### src/rtl/renode_apb3_pkg.sv
// Shared types for the Renode APB3 completer bridge: FSM states and the
// request/response records exchanged with the Renode connection.
package renode_apb3_pkg;

  // Storage widths of the request/response records; bridge widths must not exceed them.
  localparam int ReqAddrWidth = 20;
  localparam int ReqDataWidth = 32;

  typedef enum logic [1:0] {
    S_IDLE,
    S_REQUEST,
    S_WAIT,
    S_COMPLETE
  } state_t;

  typedef struct packed {
    logic                    write;
    logic [ReqAddrWidth-1:0] addr;
    logic [ReqDataWidth-1:0] data;
  } apb3_req_t;

  typedef struct packed {
    logic                    error;
    logic [ReqDataWidth-1:0] data;
  } apb3_rsp_t;

endpackage

### src/rtl/renode_apb3_completer_timer.sv
// Response watchdog for the Renode APB3 completer: counts cycles spent waiting on
// Renode and flags expiry once TimeoutCycles-1 is reached (count then holds).
module renode_apb3_completer_timer #(
  parameter int TimeoutCycles = 1024
) (
  input  logic clk,
  input  logic rst,
  input  logic clear,
  input  logic count_en,
  output logic expired
);

  localparam int CountWidth = $clog2(TimeoutCycles + 1);

  logic [CountWidth-1:0] count_reg;

  assign expired = (count_reg == CountWidth'(TimeoutCycles - 1));

  always_ff @(posedge clk or posedge rst) begin
    if (rst) begin
      count_reg <= '0;
    end else if (clear) begin
      count_reg <= '0;
    end else if (count_en && !expired) begin
      count_reg <= count_reg + CountWidth'(1);
    end
  end

endmodule

### src/rtl/renode_apb3_completer_bridge.sv
// APB3 completer that forwards each transfer to Renode as one valid/ready request
// and completes the access phase on the response. `define RENODE_APB3_TIMEOUT_EN adds a response timeout.
module renode_apb3_completer_bridge
  import renode_apb3_pkg::*;
#(
  parameter int AddressWidth  = 20,
  parameter int DataWidth     = 32,
  parameter int TimeoutCycles = 1024
) (
  input  logic                    clk,
  input  logic                    rst,
  input  logic [AddressWidth-1:0] paddr,
  input  logic                    pselx,
  input  logic                    penable,
  input  logic                    pwrite,
  input  logic [DataWidth-1:0]    pwdata,
  output logic                    pready,
  output logic [DataWidth-1:0]    prdata,
  output logic                    pslverr,
  output logic                    req_valid,
  input  logic                    req_ready,
  output logic                    req_write,
  output logic [AddressWidth-1:0] req_addr,
  output logic [DataWidth-1:0]    req_wdata,
  input  logic                    rsp_valid,
  input  logic [DataWidth-1:0]    rsp_rdata,
  input  logic                    rsp_error
);

  state_t    state_reg;
  logic      late_pending_reg;
  logic      pready_reg;
  apb3_req_t req_reg;
  apb3_rsp_t rsp_reg;

  logic setup_seen;
  logic req_fire;
  logic timeout_hit;

  assign setup_seen = (state_reg == S_IDLE) && pselx && !penable;
  // An abandoned request still owes Renode a response; hold off the next one until it drains.
  assign req_valid  = (state_reg == S_REQUEST) && !late_pending_reg;
  assign req_fire   = req_valid && req_ready;

  assign req_write = req_reg.write;
  assign req_addr  = req_reg.addr[AddressWidth-1:0];
  assign req_wdata = req_reg.data[DataWidth-1:0];
  assign pready    = pready_reg;
  assign prdata    = rsp_reg.data[DataWidth-1:0];
  assign pslverr   = rsp_reg.error;

`ifdef RENODE_APB3_TIMEOUT_EN
  logic timer_expired;

  renode_apb3_completer_timer #(
    .TimeoutCycles(TimeoutCycles)
  ) u_timer (
    .clk     (clk),
    .rst     (rst),
    .clear   (setup_seen),
    .count_en((state_reg == S_REQUEST) || (state_reg == S_WAIT)),
    .expired (timer_expired)
  );

  assign timeout_hit = timer_expired;
`else
  logic unused_timeout_cfg;

  assign unused_timeout_cfg = (TimeoutCycles == 0);
  assign timeout_hit        = 1'b0;
`endif

  always_ff @(posedge clk or posedge rst) begin
    if (rst) begin
      state_reg        <= S_IDLE;
      late_pending_reg <= 1'b0;
      pready_reg       <= 1'b0;
      req_reg          <= '0;
      rsp_reg          <= '0;
    end else begin
      pready_reg <= 1'b0;
      rsp_reg    <= '0;
      case (state_reg)
        S_IDLE: begin
          if (rsp_valid) begin
            late_pending_reg <= 1'b0;
          end
          if (setup_seen) begin
            req_reg.write <= pwrite;
            req_reg.addr  <= ReqAddrWidth'(paddr);
            req_reg.data  <= pwrite ? ReqDataWidth'(pwdata) : '0;
            state_reg     <= S_REQUEST;
          end
        end
        S_REQUEST: begin
          if (rsp_valid && late_pending_reg) begin
            late_pending_reg <= 1'b0;
          end
          if (!pselx) begin
            state_reg <= S_IDLE;
            if (req_fire && !rsp_valid) begin
              late_pending_reg <= 1'b1;
            end
          end else if (req_fire && rsp_valid) begin
            state_reg     <= S_COMPLETE;
            pready_reg    <= 1'b1;
            rsp_reg.data  <= req_reg.write ? '0 : ReqDataWidth'(rsp_rdata);
            rsp_reg.error <= rsp_error;
          end else if (req_fire) begin
            state_reg <= S_WAIT;
          end else if (timeout_hit) begin
            state_reg     <= S_COMPLETE;
            pready_reg    <= 1'b1;
            rsp_reg.error <= 1'b1;
          end
        end
        S_WAIT: begin
          if (!pselx) begin
            state_reg        <= S_IDLE;
            late_pending_reg <= !rsp_valid;
          end else if (rsp_valid) begin
            state_reg     <= S_COMPLETE;
            pready_reg    <= 1'b1;
            rsp_reg.data  <= req_reg.write ? '0 : ReqDataWidth'(rsp_rdata);
            rsp_reg.error <= rsp_error;
          end else if (timeout_hit) begin
            state_reg        <= S_COMPLETE;
            pready_reg       <= 1'b1;
            rsp_reg.error    <= 1'b1;
            late_pending_reg <= 1'b1;
          end
        end
        S_COMPLETE: begin
          if (rsp_valid) begin
            late_pending_reg <= 1'b0;
          end
          state_reg <= S_IDLE;
        end
        default: begin
          state_reg <= S_IDLE;
        end
      endcase
    end
  end

endmodule

### config.mk
export PLATFORM = sky130hd
export DESIGN_NAME = renode_apb3_completer_bridge
export DESIGN_NICKNAME = d
export VERILOG_FILES = /design/src/rtl/renode_apb3_pkg.sv /design/src/rtl/renode_apb3_completer_timer.sv /design/src/rtl/renode_apb3_completer_bridge.sv
export SDC_FILE = /design/constraint.sdc
export NUM_CORES = 1
export LEC_CHECK = 0
export BUFFER_PORTS_ARGS = -buffer_cell sky130_fd_sc_hd__buf_2
export CORE_MARGIN = 5
export CORE_UTILIZATION = 40
export DETAILED_ROUTE_END_ITERATION = 12
export PLACE_DENSITY_LB_ADDON = 0.08
export SYNTH_ARGS = -nofsm -noshare
export SYNTH_HDL_FRONTEND = slang
export SYNTH_SLANG_ARGS = --single-unit
export TNS_END_PERCENT = 100
### constraint.sdc
create_clock -name clk -period 2.4 [get_ports clk]
set_input_delay 0.24 -clock clk [delete_from_list [all_inputs] [get_ports clk]]
set_output_delay 0.24 -clock clk [all_outputs]
set_load 0.01 [all_outputs]
==> flow_summary.yaml, run 1 <==
logic_synthesis:
  synth-seq-area-share: 0.647
  ys_ff_latch: 90
  synth_cells: 292
  avgSynthCellArea_um2: 11.9
  syn_nets: 389
  yosysUniqueCellTypes: 28
  netlist_area_mm2: 0.00348
  yosysWarnings: 0
timing:
  max_slew_margin: 0.615
  worst_hold_slack_ps: 19.4
  finalMaxSlewViolations: 0
  tns_ps: 0
  finalCritPeriodShare: 0.721
  worst_pin_slew_ps: 578
  finalClockSkew_ps: 12.9
  final_hold_viol_count: 0
  min_period_ps: 1730
  max_freq_ghz: 0.578
  rsz0062_at_grt: "false"
  setup_viol: 0
run:
  maxCapViolations: 0
floorplan:
  initial_core_util: 0.405
  die_h_um: 103
  rows: 34
  core-area_mm2: 0.00859
  io_pins: 180
  die-area_mm2: 0.0107
  die_x_um: 103
clock_network:
  clk_pin_slew_ps: 90
  cts_max_level: 3
  cts_setup_buffers: 0
  root_buffer: "clkbuf_8"
  clock_latency_ps: 350
  postCtsHoldBufs: 0
  cts_tree: "done"
  cts.sinks: 90
  post_cts_resized: 0
  cts_buffers: 9
  clockBufferDepth: 2
setup_path:
  crit_chain: "inv_1, ha_1, nor2b_1, buf_2"
  required_ps: 2160
  crit_path_max_incr_delay_ps: 390
  ff2ff_path_depth: 5
  startpoint: "state_reg[1]"
  rr_startpoint: "state_reg[0]"
  r2r_end: "req_addr[2]"
  slowest_stage: "dfrtp_1"
  critPathCaptureType: "primary output"
  cp-start-kind: "flip-flop"
  critical_path.endpoint: "req_valid"
  crit_fanout: 5
  ff2ff_setup_slack_ps: 680
  arrival_ps: 1490
  crit_type: "flip-flop to primary output"
route:
  antenna_left: 0
  dr.pass1.iters: 4
  drt_iter0_markers: 75
  route.detailed.drc: 0
  wl_per_cell_um: 13.8
  vias: 2608
  viasPerCell: 4.48
  drt-total-wl_um: 8050
placement:
  dp_hpwl_um: 5980
  gp_congestion: 0.778
  port_buffers: 179
  dpl.cell_count: 566
final_layout:
  final_util: 0.544
  layout.nets: 566
  syn2layout_area_growth_pct: 34.2
  num_antenna_cells: 0
  drive_gt1_frac: 0.473
  finalNonFillerCells: 582
global_route:
  grt_max_degree: 91
  grt_overflow: 0
  track_usage: 0.149
  grt_pass1_vias: 2516
  antenna_found_initial: 0
  grt_pass1_wl_um: 12200
power_and_ir_drop:
  power_density_mw_per_mm2: 1080
  peakVddDrop_uv: 333
  power_w: 0.00503
  power_leakage_nw: 2.59
min_path:
  min_path_type: "input pin to asynchronous set/reset pin"
run_status:
  outcome: "completed"
[per-stage QoR]
step / setup slack, ps / instance area (um^2)
3_5_place_dp: 660 / 4470
6_report: 671 / 4670
5_1_grt: 531 / 4670
3_3_place_gp: 739 / 4470
2_1_floorplan: 898 / 3480
4_1_cts: 646 / 4670
[logic make-up after synthesis]
group	after synthesis	share of synthesized area
buffers and inverters	23	0.0385
AO/OA/AOI/OAI	42	0.0701
flip-flops	90	0.647
adder cells (fa/ha/maj)	5	0.0180
AND/OR/NAND/NOR	110	0.156
multiplexers	22	0.0708
[layout make-up]
| type | count | area (um^2) |
|---|---|---|
| inverters | 6 | 26.3 |
| flip-flops and latches | 90 | 2250 |
| clock buffers | 11 | 141 |
| fillers | 802 | 3920 |
| repair buffers | 183 | 951 |
| multi-input cells | 179 | 1100 |
| well taps | 108 | 135 |
| clock inverters | 5 | 62.6 |
[worst min-delay path by stage]
stage | from | slack [ps] | to | depth (start not counted)
floorplan | rsp_valid | 350 | late_pending_reg | 1
global placement | rst | 420 | prdata[28] | 3
detailed placement | rst | 430 | prdata[17] | 3
CTS | rst | 40 | req_addr[16] | 3
global route | rst | 60 | req_addr[16] | 3
finish | rst | 20 | req_addr[16] | 3
[critical path: cells and delay by family (launching register included)]
family	cells	cell delay, ps
flip-flops	1	390
adder cells (fa/ha/maj)	1	310
buffers and inverters	2	290
AND/OR/NAND/NOR	1	170
[report_power, final]
part	internal, W	leakage (nW)	switching (W)
logic	0.000803	1.31	0.000928
registers	0.00201	1.18	0.000247
clock network	0.000516	0.0962	0.000525
total	0.00333	2.59	0.00170
[Yosys cell counts, drive strengths merged]
cell	instances	area (um^2)
dfrtp	90	2250
nand2	66	248
and2	33	206
o21ai	33	165
mux2	21	236
buf	11	88.8
clkbuf	6	22.5
inv	6	22.5
ha	5	62.6
nor2b	4	25.0
nand3b	3	38.8
a21oi	2	10.0
nor2	2	7.51
a211oi	1	20.0
a22oi	1	7.51
a2bb2oi	1	8.76
a41oi	1	8.76
mux2i	1	10.0
nand3	1	10.0
o221ai	1	8.76
o22ai	1	6.26
o32ai	1	8.76
or3	1	6.26
[metal layers]
layer | track usage | share of wire
met1 | 0.183 | 0.39
met2 | 0.234 | 0.47
met3 | 0.0630 | 0.13
met4 | 0.0568 | 0.013
met5 | 0 | 0
[cells in the final DEF (no fill, tap or decap), types with 3 or more instances in the layout]
cell,netlist,layout
and2_1,33,33
buf_2,5,179
clkbuf_8,0,10
clkinvlp_4,0,3
dfrtp_1,90,90
ha_1,5,5
inv_1,6,5
mux2_2,21,21
nand2_1,66,66
nor2b_1,4,4
o21ai_0,25,25
o21ai_1,8,8
Power figures use the tool's default switching activity.
==> run 2, diff against run 1 <==
--- a/config.mk
+++ b/config.mk
@@ -5,6 +5,7 @@
 export SDC_FILE = /design/constraint.sdc
 export NUM_CORES = 1
 export LEC_CHECK = 0
+export ABC_AREA = 1
 export BUFFER_PORTS_ARGS = -buffer_cell sky130_fd_sc_hd__buf_2
 export CORE_MARGIN = 5
 export CORE_UTILIZATION = 40
==> constraint.sdc (replaced) <==
create_clock -name clk -period 1.65 [get_ports clk]
set_input_delay 0.165 -clock clk [delete_from_list [all_inputs] [get_ports clk]]
set_output_delay 0.165 -clock clk [all_outputs]
set_load 0.01 [all_outputs]
==> run 2 against run 1 <==
Effect of this change: flip-flop and latch count unchanged; critical path depth up 2; clock skew up 0.52 ps; largest cell class unchanged.
==> flow_summary.yaml, run 2 <==
route:
  vias: 3104
  drt-total-wl_um: 9370
  wl_per_cell_um: 13.5
  dr.pass1.iters: 4
  route.detailed.drc: 0
  viasPerCell: 4.49
  drt_iter0_markers: 103
  antenna_left: 0
logic_synthesis:
  syn_nets: 482
  yosysUniqueCellTypes: 22
  synthTopCellsByCount: "nand2_1, dfrtp_1, nor2_1"
  synth_top_area_cell: "dfrtp_1"
  synth-seq-area-share: 0.624
  avgSynthCellArea_um2: 9.38
  synthTopCellsByArea: "dfrtp_1, nand2_1, nor2_1, o21ai_2, o21ai_1"
  synth_cells: 385
  synth_top_area_frac: 0.624
  ys_ff_latch: 90
  synth_ff_type: "dfrtp_1"
  yosysWarnings: 0
  synth-async-reset-ratio: 1.00
  synth.most_common_cell: "nand2_1"
  synth_edf_count: 0
  netlist_area_mm2: 0.00361
final_layout:
  layout.nets: 676
  layout_commonest_cell: "buf_2"
  drive_gt1_frac: 0.380
  num_antenna_cells: 0
  final_cell_mix: "buf_2, nand2_1, dfrtp_1"
  syn2layout_area_growth_pct: 39.2
clock_network:
  clk_pin_slew_ps: 90
  cts.sinks: 90
  cts_max_level: 3
  cts_tree: "done"
  clock_latency_ps: 350
  root_buffer: "clkbuf_8"
  cts_buffers: 9
  clockBufferDepth: 2
floorplan:
  io_pins: 180
  die_h_um: 105
  rows: 34
  die-area_mm2: 0.0110
  core-area_mm2: 0.00876
  initial_core_util: 0.412
  die_x_um: 105
setup_path:
  required_ps: 1480
  crit_fanout: 4
  critPathCaptureType: "primary output"
  crit_path_max_incr_delay_ps: 400
  slowest_stage: "dfrtp_1"
  cp-start-kind: "flip-flop"
  arrival_ps: 1390
  rr_startpoint: "state_reg[0]"
  crit_type: "flip-flop to primary output"
  ff2ff_path_depth: 10
  crit_chain: "inv_2, ha_2, buf_4, inv_1, nor2_2, buf_2"
  startpoint: "state_reg[1]"
placement:
  dp_hpwl_um: 6620
  dpl_worst_slack_ps: 224
  port_buffers: 179
  gp_congestion: 0.783
global_route:
  grt_overflow: 0
  grt_pass1_wl_um: 15100
  antenna_found_initial: 1
  track_usage: 0.168
  grt_pass1_vias: 3037
  grt_max_degree: 91
timing:
  worst_slack_ps: 91.8
  setup_viol: 0
  worst_pin_slew_ps: 599
  finalClockSkew_ps: 13.4
  rsz0062_at_grt: "false"
  finalCritPeriodShare: 0.944
  max_freq_ghz: 0.642
  min_period_ps: 1560
  tns_ps: 0
  finalMaxSlewViolations: 0
  max_slew_margin: 0.601
  final_hold_viol_count: 0
min_path:
  min_path_type: "input pin to flip-flop"
  min_path_cells: 3
  holdCritStartpoint: "paddr[12]"
power_and_ir_drop:
  peakVddDrop_uv: 693
  power_leakage_nw: 2.83
  power_density_mw_per_mm2: 1590
run_status:
  outcome: "completed"
run:
  maxCapViolations: 0
==> run 2: worst max-delay path, delay by kind of cell, from the launching register on <==
kind / cells / cell delay, ps
adders and majority gates: 1 / 180
buffers and inverters: 4 / 390
DFF: 1 / 400
and+or+nand+nor: 1 / 80
==> run 2: stage by stage <==
step	total power (W)	area, um^2	hold slack (ps)	utilization	std cells
detailed placement	0.00638	4620	348	0.527	658
finish	0.00801	5020	13.8	0.573	692
global route	0.00860	5020	10.8	0.573	692
CTS	0.00812	5010	0.0361	0.572	691
floorplan	0.00515	3610	275	-	385
global placement	0.00630	4620	345	0.527	658
==> run 2: worst paths after layout <==
path	end	slack, ps
hold / removal	req_addr[12]	10
hold reg to reg	req_addr[3]	480
min in group asynchronous	prdata[13]	490
setup / recovery	req_valid	90
setup reg to reg	state_reg[1]	190
max in group asynchronous	pslverr	790
==> run 2: logic make-up after synthesis <==
family,count (synthesis),synth area share
simple gates,216,0.235
fa+ha+maj,5,0.0173
buf+inv,37,0.0600
compound gates,37,0.0638
flops,90,0.624
==> run 2: area by class of cell <==
| cell class | count | area, um^2 |
|---|---|---|
| fill | 849 | 3740 |
| sequential | 90 | 2250 |
| timing repair buffer | 204 | 1200 |
| multi-input combinational | 258 | 1150 |
| clock buffer | 10 | 138 |
| tap | 108 | 135 |
| clock inverter | 6 | 87.6 |
| inverter | 16 | 63.8 |
==> run 2: timing repair <==
item | CTS | global route
hold buffers | 17 | 0
resized for setup | 1 | 2
gates cloned | 0 | 0
endpoints found under the setup margin | 1 | 1
buffers inserted | 0 | 1
hold endpoints to repair | 106 | 0
pin swaps | 0 | 0
==> run 2: power breakdown <==
part | internal [W] | leakage (nW) | switching [W]
Sequential | 0.00290 | 1.19 | 0.000346
Clock | 0.000898 | 0.117 | 0.000775
Combinational | 0.00129 | 1.52 | 0.00181
Total | 0.00508 | 2.83 | 0.00293
==> run 2: per-layer routing <==
| metal | up-vias | GRT usage | share of wire |
|---|---|---|---|
| li1 | 1570 | - | - |
| met1 | 1409 | 0.212 | 0.42 |
| met2 | 105 | 0.266 | 0.48 |
| met3 | 18 | 0.0530 | 0.079 |
| met4 | 2 | 0.0694 | 0.022 |
| met5 | - | 0 | 0.0014 |
==> run 3, diff against run 2 <==
--- a/config.mk
+++ b/config.mk
@@ -5,10 +5,11 @@
 export SDC_FILE = /design/constraint.sdc
 export NUM_CORES = 1
 export LEC_CHECK = 0
-export ABC_AREA = 1
 export BUFFER_PORTS_ARGS = -buffer_cell sky130_fd_sc_hd__buf_2
+export CELL_PAD_IN_SITES_DETAIL_PLACEMENT = 0
+export CELL_PAD_IN_SITES_GLOBAL_PLACEMENT = 1
 export CORE_MARGIN = 5
-export CORE_UTILIZATION = 40
+export CORE_UTILIZATION = 33
 export DETAILED_ROUTE_END_ITERATION = 12
 export PLACE_DENSITY_LB_ADDON = 0.08
 export SYNTH_ARGS = -nofsm -noshare
==> run 3 against run 2 <==
Effect of this change: via count shrank 13%; sequential power is essentially flat; critical path depth is the same; utilization shrank 8.8 points; maximum frequency shrank 1.2%; die area grew 15%; clock skew shrank 2.6 ps; clock power shrank 7%; cell area shrank 0.22%; largest cell class unchanged.
==> flow_summary.yaml, run 3 (synthesis gave the netlist of run 1 again) <==
setup_path:
  rr_startpoint: "state_reg[0]"
  slowest_stage: "dfrtp_1"
  cp-start-kind: "flip-flop"
  required_ps: 1930
  crit_chain: "inv_1, ha_1, nand3_2, a211oi_4, buf_12, and2_1"
  cp.depth: 6
  arrival_ps: 1860
  crit_family: "flip-flops"
  critPathCaptureType: "flip-flop"
  crit_path_max_incr_delay_ps: 370
  crit_fanout: 32
  startpoint: "state_reg[0]"
  ff2ff_setup_slack_ps: 70
  r2r_end: "prdata[15]"
  critical_path.endpoint: "prdata[15]"
  ff2ff_path_depth: 6
  cp.buffers_inverters: 2
  crit_type: "flip-flop to flip-flop"
final_layout:
  layout_commonest_cell: "buf_2"
  final_cell_mix: "buf_2, dfrtp_1, nand2_1"
  syn2layout_area_growth_pct: 44.0
  finalNonFillerCells: 636
  layout.nets: 592
  num_antenna_cells: 0
  drive_gt1_frac: 0.478
clock_network:
  cts_max_level: 3
  clk_pin_slew_ps: 90
  clock_latency_ps: 350
  cts_buffers: 9
  cts.sinks: 90
  clockBufferDepth: 2
  cts_tree: "done"
  root_buffer: "clkbuf_8"
floorplan:
  die_x_um: 113
  die-area_mm2: 0.0127
  initial_core_util: 0.337
  die_h_um: 113
  core-area_mm2: 0.0103
  rows: 37
  io_pins: 180
route:
  drt_iter0_markers: 104
  wl_per_cell_um: 13.7
  drt-total-wl_um: 8700
  dr.pass1.iters: 4
  vias: 2686
  viasPerCell: 4.22
  route.detailed.drc: 0
  antenna_left: 0
global_route:
  grt_pass1_wl_um: 14300
  grt_overflow: 0
  grt_pass1_vias: 2857
  grt_max_degree: 91
  antenna_found_initial: 0
  track_usage: 0.140
timing:
  rsz0062_at_grt: "false"
  setup_viol: 0
  finalClockSkew_ps: 10.8
  max_freq_ghz: 0.634
  max_slew_margin: 0.590
  worst_hold_slack_ps: 24.0
  min_period_ps: 1580
  worst_slack_ps: 72.8
  final_hold_viol_count: 0
  finalCritPeriodShare: 0.956
  finalMaxSlewViolations: 0
  worst_pin_slew_ps: 615
power_and_ir_drop:
  power_leakage_nw: 2.74
  power_density_mw_per_mm2: 1520
  peakVddDrop_uv: 472
min_path:
  min_path_type: "input pin to flip-flop"
run:
  maxCapViolations: 0
placement:
  dp_hpwl_um: 6290
  dpl.cell_count: 598
  port_buffers: 179
  gp_congestion: 0.730
  dpl_worst_slack_ps: 49.3
run_status:
  outcome: "completed"
[run 3: cell count changes in the layout (fill, tap and decap cells not counted), moves of 8 or more]
cell,previous run,this run
nand2_1,171,66
and2_1,0,33
nor2_1,34,2
mux2_2,0,21
o21ai_0,4,25
o21ai_2,12,0
o21ai_1,18,8
inv_1,12,4
[run 3: worst min path at each step]
| stage | start | endpoint | slack (ps) | cells after the start |
|---|---|---|---|---|
| after global routing | rsp_rdata[17] | prdata[17] | 2 | 2 |
| after global placement | rst | prdata[17] | 350 | 3 |
| after detailed placement | rst | prdata[22] | 340 | 3 |
| after CTS | rsp_rdata[13] | prdata[13] | 0.04 | 2 |
| final | rsp_rdata[31] | prdata[31] | 20 | 2 |
| after floorplan | rsp_valid | late_pending_reg | 280 | 1 |
[run 3: power by group]
part	switching, W	internal, W
combinational	0.00143	0.00138
sequential	0.000340	0.00293
clock	0.000769	0.000792
[run 3: layer usage]
| metal | global-route usage | vias to the layer above | part of all wire |
|---|---|---|---|
| li1 | - | 1347 | - |
| met1 | 0.178 | 1214 | 0.43 |
| met2 | 0.211 | 116 | 0.45 |
| met3 | 0.0679 | 9 | 0.11 |
| met4 | 0.0409 | 0 | 0.011 |
| met5 | 0 | - | 0 |
[run 3: cell type report]
class	instances	area, um^2
Clock buffer	11	151
Timing Repair Buffer	209	1230
Fill cell	1011	5310
Inverter	6	26.3
Multi-Input combinational cell	179	1120
Clock inverter	5	61.3
Tap cell	136	170
Sequential cell	90	2250
[run 3: repair_timing]
action	CTS	global route
endpoints found under the setup margin	1	31
resized for setup	2	2
hold endpoints to repair	103	0
setup buffers	0	8
hold buffers	14	0
pin swaps	0	1
[run 3: per-stage QoR]
stage	total power, W	setup TNS (ps)	cell area (um^2)	utilization
2_1_floorplan	0.00478	0	3480	-
3_3_place_gp	0.00596	0	4580	0.444
3_5_place_dp	0.00602	0	4580	0.444
4_1_cts	0.00764	-16.1	4940	0.478
5_1_grt	0.00824	0	5010	0.486
6_report	0.00763	0	5010	0.486
[run 3: worst register-to-register path: stages (launching register included)]
cell and delay [ps]:
dfrtp_1 370, inv_1 90, ha_1 340, nand3_2 110, a211oi_4 270, buf_12 200
and2_1 150
